$ cat src/rtl/enemy_bullet_pool.sv
// enemy_bullet_pool: fixed pool of downward enemy bullets with fire, motion, player-hit detection and pixel output.
module enemy_bullet_pool #(
  parameter int NUM_SLOTS = 4,
  parameter int SPEED     = 2,
  parameter int B_W       = 6,
  parameter int B_H       = 12,
  parameter int P_W       = 46,
  parameter int P_H       = 40,
  parameter int Y_LIMIT   = 480
) (
  input  logic                               clk,
  input  logic                               rst,
  input  logic                               move_tick,
  input  logic                               boom,
  input  logic                               fire_req,
  input  logic [9:0]                         fire_x,
  input  logic [9:0]                         fire_y,
  output logic                               fire_ack,
  output logic                               fire_drop,
  input  logic [9:0]                         p_x,
  input  logic [9:0]                         p_y,
  input  logic [9:0]                         x,
  input  logic [9:0]                         y,
  output logic                               ebullet_en,
  output logic [11:0]                        ebullet_rgb,
  output logic                               player_hit,
  output logic [$clog2(NUM_SLOTS+1)-1:0]     active_cnt
);
  localparam int CW = $clog2(NUM_SLOTS + 1);
  localparam logic [10:0] YL = 11'(Y_LIMIT);
  localparam logic [10:0] SP = 11'(SPEED);
  localparam logic [10:0] BW = 11'(B_W);
  localparam logic [10:0] BH = 11'(B_H);
  localparam logic [10:0] PW = 11'(P_W);
  localparam logic [10:0] PH = 11'(P_H);
  logic [NUM_SLOTS-1:0]       valid_q, valid_d;
  logic [NUM_SLOTS-1:0][9:0]  bx_q, bx_d, by_q, by_d;
  logic [CW-1:0]              cnt_q, cnt_d;
  logic                       ack_q, drop_q, hit_q, hit_d, fire_ok, found, en;
  logic [10:0]                ny, bx_e, px_e, py_e, xx, yy;
  assign px_e = {1'b0, p_x};
  assign py_e = {1'b0, p_y};
  assign xx   = {1'b0, x};
  assign yy   = {1'b0, y};
  // Fire only sees slots free at cycle start, so a slot vacated this cycle waits one cycle.
  always_comb begin
    valid_d = valid_q;
    bx_d    = bx_q;
    by_d    = by_q;
    hit_d   = 1'b0;
    found   = 1'b0;
    ny      = '0;
    bx_e    = '0;
    cnt_d   = '0;
    fire_ok = fire_req && !boom && ({1'b0, fire_y} < YL) && !(&valid_q);
    for (int i = 0; i < NUM_SLOTS; i++) begin
      ny   = {1'b0, by_q[i]} + SP;
      bx_e = {1'b0, bx_q[i]};
      if (boom) valid_d[i] = 1'b0;
      else if (move_tick && valid_q[i]) begin
        if (ny >= YL) valid_d[i] = 1'b0;
        else if (bx_e < px_e + PW && bx_e + BW > px_e && ny < py_e + PH && ny + BH > py_e) begin
          valid_d[i] = 1'b0;
          hit_d      = 1'b1;
        end else by_d[i] = ny[9:0];
      end
      if (fire_ok && !valid_q[i] && !found) begin
        found      = 1'b1;
        valid_d[i] = 1'b1;
        bx_d[i]    = fire_x;
        by_d[i]    = fire_y;
      end
    end
    for (int i = 0; i < NUM_SLOTS; i++) cnt_d = cnt_d + CW'(valid_d[i]);
  end
  always_comb begin
    en = 1'b0;
    for (int i = 0; i < NUM_SLOTS; i++)
      en = en | (valid_q[i] && xx >= {1'b0, bx_q[i]} && xx < {1'b0, bx_q[i]} + BW &&
                 yy >= {1'b0, by_q[i]} && yy < {1'b0, by_q[i]} + BH);
  end
  always_ff @(posedge clk or posedge rst) begin
    if (rst) begin
      valid_q <= '0;
      bx_q    <= '0;
      by_q    <= '0;
      cnt_q   <= '0;
      ack_q   <= 1'b0;
      drop_q  <= 1'b0;
      hit_q   <= 1'b0;
    end else begin
      valid_q <= valid_d;
      bx_q    <= bx_d;
      by_q    <= by_d;
      cnt_q   <= cnt_d;
      ack_q   <= fire_ok;
      drop_q  <= fire_req && !fire_ok;
      hit_q   <= hit_d;
    end
  end
  assign fire_ack    = ack_q;
  assign fire_drop   = drop_q;
  assign player_hit  = hit_q;
  assign active_cnt  = cnt_q;
  assign ebullet_en  = en;
  assign ebullet_rgb = en ? 12'hF00 : 12'h000;
endmodule

$ cat config.mk
export PLATFORM = sky130hd
export DESIGN_NAME = enemy_bullet_pool
export DESIGN_NICKNAME = d
export VERILOG_FILES = /design/src/rtl/enemy_bullet_pool.sv
export SDC_FILE = /design/constraint.sdc
export NUM_CORES = 1
export LEC_CHECK = 0
export CAP_MARGIN = 30
export CORE_AREA = 2 2 134 234
export CTS_CLUSTER_SIZE = 30
export DETAILED_ROUTE_END_ITERATION = 10
export DIE_AREA = 0 0 136 236
export SYNTH_ARGS = -nofsm -noshare
export SYNTH_HDL_FRONTEND = slang
export SYNTH_SLANG_ARGS = --single-unit
export TNS_END_PERCENT = 5
$ cat constraint.sdc
create_clock -name clk -period 14.3 [get_ports clk]
set_input_delay 2.86 -clock clk [delete_from_list [all_inputs] [get_ports clk]]
set_output_delay 2.86 -clock clk [all_outputs]
set_load 0.03 [all_outputs]
**Word-level counts from Yosys, hierarchy flattened**

Index checks and enable logic that the tools add are counted.

- Word-level logic and storage cells: 208
- Output and inout bits: 19
- Input bits: 65
- Register bits after elaboration: 90

- Magnitude comparators: 37
- Muxes and demuxes: 60
- Eq/ne operators: 12
- Reduce and logical (&&, ||, !) cells: 62
- Bitwise gates (word level): 3
- Add/subtract/negate cells: 21

Operators by type and width:

| cell | count |
|---|---|
| two-way mux 10 bit | 20 |
| less-than comparator 10 x 11 -> 1 bit | 12 |
| > comparator 11 x 10 -> 1 bit | 8 |
| greater-or-equal comparator 10 bit | 8 |
| adder 10 x 2 -> 11 bit (second input constant) | 4 |
| adder 10 x 3 -> 11 bit (second input constant) | 4 |
| adder 10 x 4 -> 11 bit (second input constant) | 4 |
| adder 11 x 4 -> 11 bit (second input constant) | 4 |
| greater-or-equal comparator 11 x 9 -> 1 bit (second input constant) | 4 |
| less-than comparator 11 bit | 4 |
| logical AND 1 bit | 43 |
| two-way mux 1 bit | 39 |
| != test 2 x 1 -> 1 bit (second input constant) | 12 |
| adder 10 x 6 -> 11 bit (second input constant) | 2 |
| AND reduction 4 bit | 5 |
| two-way mux 12 bit | 1 |
| zero test 1 bit | 10 |
| less-than comparator 10 x 9 -> 1 bit (second input constant) | 1 |
| nonzero test 2 bit | 4 |
| adder 2 x 1 -> 3 bit | 1 |
| adder 3 x 1 -> 3 bit | 1 |
| bitwise OR 1 bit | 3 |
| adder 1 x 1 -> 2 bit | 1 |

**Depth between registers and ports, before layout**

- Word-level depth: 21
- Mapped depth: 21
- Depth with buffers taken out: 21

**Worst setup path after synthesis**

No wires, ideal clock.

- Kind: input-to-output
- From: input port x[1]
- To: output port ebullet_rgb[10]
- Stages: 10
- Path buffers: 1
- Arrival time: 5.258 ns
- Path slack: 6.182 ns
- Data required time: 11.440 ns
- Cells stage by stage: ha_1 o21bai_1 a21oi_1 nor2b_1 o21ai_0 a21oi_1 or4_1 a311o_1 o2111ai_1 buf_4

- Cells in the longest elaborated chain, start to end: 9
- Elaborated cells on any way between the ends: 28
- Those cells by class: order compare (8); mux (1); bitwise (3); reduce/logical (16)

RTL lines:

| item | line | source |
|---|---|---|
| start, declared | 22 | `input logic [9:0] x,` |
| greater-or-equal comparator 10 bit | 79 | `en = en \| (valid_q[i] && xx >= {1'b0, bx_q[i]} && xx < {1'b0, bx_q[i]} + BW &&` |
| logical AND 1 bit (3 in series) | 79 |  |
| logical AND 1 bit | 80 | `yy >= {1'b0, by_q[i]} && yy < {1'b0, by_q[i]} + BH);` |
| bitwise OR 1 bit (2 in series) | 79 |  |
| bitwise OR 1 bit * | 79 |  |
| named net ebullet_en | 24 | `output logic ebullet_en,` |
| two-way mux 12 bit * | 106 | `assign ebullet_rgb = en ? 12'hF00 : 12'h000;` |
| end, declared | 25 | `output logic [11:0] ebullet_rgb,` |

Mark *: on every way through the listed nets, which the timed path passes. The rest lies on a longest branch.

**Final worst setup path**

- From: input port y[5]
- To: output port ebullet_rgb[10]

- Cells in the longest elaborated chain, start to end: 7
- Elaborated cells on any way between the ends: 20
- Those cells by class: order compare (8); mux (1); bitwise (3); reduce/logical (8)

RTL lines:

| item | line | source |
|---|---|---|
| start, declared | 23 | `input logic [9:0] y,` |
| greater-or-equal comparator 10 bit | 80 |  |
| logical AND 1 bit | 79 |  |
| logical AND 1 bit | 80 |  |
| bitwise OR 1 bit (2 in series) | 79 |  |
| bitwise OR 1 bit * | 79 |  |
| two-way mux 12 bit * | 106 |  |

Mark *: on every way between the ends. The rest lies on a longest branch, timed or not.

==> impl.org <==
** Setup path
- Arrival time worst endpoint :: 6690 ps
- STA classifies the critical path startpoint as a primary input.
- The signal on the critical path passes through clkdlybuf4s50_1 > ha_1 > or3_1 > o21ai_0 > a21oi_1 > a221oi_1 > o21ai_0 > a311o_1 > o2111ai_1 > clkdlybuf4s50_1.
- In this run the worst path has a maximum fanout of 8.
- STA classifies the critical path endpoint as an output port.
- Maximum single-stage delay on the critical path :: 780 ps
- Kind of critical path :: primary input to output port
- Endpoint required time on the critical path :: 11,440 ps
- Critical R2R Launch :: by_q[3]
- Critical Path Source :: y[5]
- On the critical path, the stage with the largest delay is an instance of sky130_fd_sc_hd__clkdlybuf4s50_1.
- Setup slack on the worst reg-to-reg path comes out at 8560 ps.

** Synth
- Summing every instance area after synthesis gives 13,440 µm².
- Number of enable flip-flop cells after synthesis :: 0
- The synthesized netlist contains 84 unique library cells.
- For this run, asynchronously set or reset flops after synthesis account for 1.000.
- The cell count after synthesis came out at 1,619.
- Count of state elements after synthesis :: 90
- A synthesized cell averages 8.303 µm².
- Proportion of synthesized chip area in sequential cells :: 0.1675
- Top flip-flop cell by instance count after synthesis :: sky130_fd_sc_hd__dfrtp_1
- Number of synthesis warnings :: 0

** Routing
- Detailed routing inserted a total of 12,490 vias.
- In the routed layout, each cell is associated on average with a via count of 6.059.
- Routed length per placed instance :: 23.96 µm
- Wirelength, routed :: 49.41 mm
- For this block, the initial DRC count from the detailed router was 795.
- Once detail routing completed, the nets flagged for antenna violations numbered 0.
- After detailed routing, the number of remaining DRC violations is 0.
- The first TritonRoute pass finished after 6 iterations.

** Finish
- Share of final-layout standard cells stronger than drive strength 1 :: 0.03413
- Non-Filler Instances :: 2,062
- Relative to the synthesized area, the layout overhead comes to 10.26%.
- After routing the design area is 14,820 µm².
- In the final design database the tool counted 2,055 nets.

** Placement
- Half-perimeter wire length of the detailed placement result :: 40.32 mm
- The congestion estimate from routability-driven global placement came to 0.9679.
- Number of input and output port buffers inserted :: 75
- Placement Cell Area :: 14,500 µm²
- After detailed placement, the design holds a cell count of 2,045.

** Die
- Row count :: 85
- After floorplanning, the core was sized to cover 30,420 µm².
- The die is 136 µm wide.
- Top-level I/O count :: 84
- Die area :: 32,100 µm²
- Height of the chip :: 236 µm
- Initial core utilization :: 0.4420

** STA
- Post-layout minimum cycle time :: 9547 ps
- Adding up every negative setup slack in the final design gives 0 ps.
- For the pin with the worst max-slew slack, the measured transition is 951.0 ps.
- The count of pins over their slew limit came to 0.
- Final hold violation count :: 0
- RSZ-0062 raised after global routing :: false
- Fraction of the cycle the final worst path needs :: 0.6676
- Setup violations remaining at the end of the flow were counted as 0.
- Clock Skews :: 8.951 ps
- In this run the tightest slew margin relative to its limit is 0.3614.
- Max Clk Rate :: 0.1047 GHz

** CTS
- Clock transition at path regs :: 60 ps
- Count of cells resized by post-cts repair :: 0
- # Post-CTS Setup Buffers :: 0
- TritonCTS built the clock tree.
- In this run, CTS created clock tree buffers numbering 9.
- Clock latency on the worst-skew pair :: 390 ps
- For this design, the sink count on the clock tree is 90.
- H-tree depth :: 3
- Cell at the root of the clock tree :: sky130_fd_sc_hd__clkbuf_16
- Hold repair after CTS inserted 0 buffers.
- Bufs on Longest Clock Path :: 2

** Power and ir drop
- Worst VDD drop :: 0.00007926 V
- Static power due to leakage :: 0.006862 µW
- Final Power :: 1812 µW
- Power density of the placed cells :: 122.2 nW/µm²

** Global routing
- The via count of the first global-routing pass came to 12,730.
- Entering global routing, the biggest net connects 56 pins.
- The initial antenna violation count came to 1.
- Across every metal layer, demand over resource in global routing totals 0.3147.
- First-pass GRT wire length :: 74.73 mm
- Overflow left after global routing :: 0

** Min path
- The worst hold path begins at bx_e[0].
- In this run the worst hold path is classified as register to register.

** Flow run
- Across the run, the number of max-cap violations was 0.

** Outcome
- The run finished with clean final reports.
[synth_stat cells, drive strengths merged, types with 5 or more instances]
cell type | number | area share
o221ai | 6 | 0.0039
nor3 | 38 | 0.014
o21bai | 10 | 0.0056
a21boi | 5 | 0.0028
a211o | 12 | 0.0078
or3 | 18 | 0.0087
a211oi | 22 | 0.012
nand4 | 34 | 0.019
nand2 | 119 | 0.034
nor3b | 7 | 0.0043
nor2 | 79 | 0.023
o211ai | 15 | 0.0084
a221oi | 7 | 0.0046
clkbuf | 23 | 0.0064
o31ai | 13 | 0.0080
o2111ai | 15 | 0.0098
xor2 | 14 | 0.0091
a22oi | 8 | 0.0048
a21oi | 63 | 0.023
buf | 31 | 0.015
and3 | 6 | 0.0028
inv | 175 | 0.049
ha | 324 | 0.30
o21a | 26 | 0.015
nand2b | 22 | 0.010
o22ai | 10 | 0.0047
a2111oi | 7 | 0.0046
nor4 | 21 | 0.011
nor2b | 19 | 0.0088
dfrtp | 90 | 0.17
a31oi | 17 | 0.0079
or2 | 6 | 0.0028
or4 | 10 | 0.0056
o21ai | 125 | 0.047
o311ai | 6 | 0.0039
xnor2 | 102 | 0.067
a21o | 37 | 0.021
nand3 | 26 | 0.011
[through the flow]
| step | utilization | hold slack, ps | setup WS, ps |
|---|---|---|---|
| floorplan | - | 536.8 | 6182 |
| global placement | 0.4766 | 570.6 | 4782 |
| detailed placement | 0.4766 | 571.9 | 4706 |
| CTS | 0.4872 | 582.4 | 4667 |
| global route | 0.4873 | 610.6 | 4615 |
| finish | 0.4873 | 578.7 | 4753 |
[critical path, delay by kind of cell]
kind / cells / cell delay (ps)
buf+inv: 2 / 1530
simple gates: 1 / 340
compound gates: 6 / 1540
fa+ha+maj: 1 / 410
[worst paths after layout]
check / end / cells after the start
min in group asynchronous: bx_q[29] / 2
worst max register to register: active_cnt[1] / 20
max in group asynchronous: bx_q[18] / 3
worst min register to register: bx_e[0] / 2
worst min-delay path: bx_e[0] / 2
worst max-delay path: ebullet_rgb[10] / 10
[placed cells by master, fill, tap and decap left out, drive strengths merged, types with 8 or more instances in the layout]
cell / Yosys / routed
a21o: 37 / 37
nand3: 26 / 26
nand4: 34 / 34
nor3: 38 / 38
a211o: 12 / 12
o31ai: 13 / 13
clkbuf: 23 / 12
nor2: 79 / 79
or3: 18 / 18
a211oi: 22 / 22
nand2: 119 / 119
dfrtp: 90 / 90
a21oi: 63 / 63
or4: 10 / 10
o2111ai: 15 / 15
xor2: 14 / 14
o21bai: 10 / 10
conb: 1 / 8
o21a: 26 / 26
xnor2: 102 / 102
o211ai: 15 / 15
o22ai: 10 / 10
nor4: 21 / 21
clkdlybuf4s50: 0 / 75
inv: 175 / 175
nand2b: 22 / 22
a22oi: 8 / 8
a31oi: 17 / 17
nor2b: 19 / 19
ha: 324 / 324
o21ai: 125 / 125
[kinds of logic after synthesis]
group	synth area share
flip-flops	0.1675
XOR/XNOR	0.07614
buffers and inverters	0.07009
multiplexers	0.003536
adder cells (fa/ha/maj)	0.3031
other	0.0002790
AND/OR/NAND/NOR	0.1653
AO/OA/AOI/OAI	0.2141
[final cells by class]
class                           count  area, µm²
Timing Repair Buffer               82      803.3
Multi-Input combinational cell   1306      10290
Tap cell                          391      489.2
Clock inverter                      4      75.07
Clock buffer                       12      246.5
Sequential cell                    90       2252
Fill cell                        3056      15600
Antenna cell                        1      2.502
Inverter                          176      663.1
[power breakdown]
| part | total, µW | switching, µW | internal, µW |
|---|---|---|---|
| Clock | 282 | 123 | 158 |
| Combinational | 1140 | 668 | 476 |
| Sequential | 386 | 82.5 | 303 |
| Total | 1810 | 874 | 938 |
[registers in the layout (all words and copies together) (netlist names)]
signal / cells
fire_ack: 1
bx_e: 10
by_q: 40
active_cnt: 3
valid_q: 4
bx_q: 30
fire_drop: 1
player_hit: 1
[layer usage]
layer	global-route usage	part of all wire	up-vias
met5	0	0	-
met4	0.2708	0.10	0
met3	0.04062	0.047	202
met2	0.5519	0.50	499
met1	0.3219	0.35	5797
li1	-	-	5995
No activity file was read; power rests on OpenSTA's default activity.
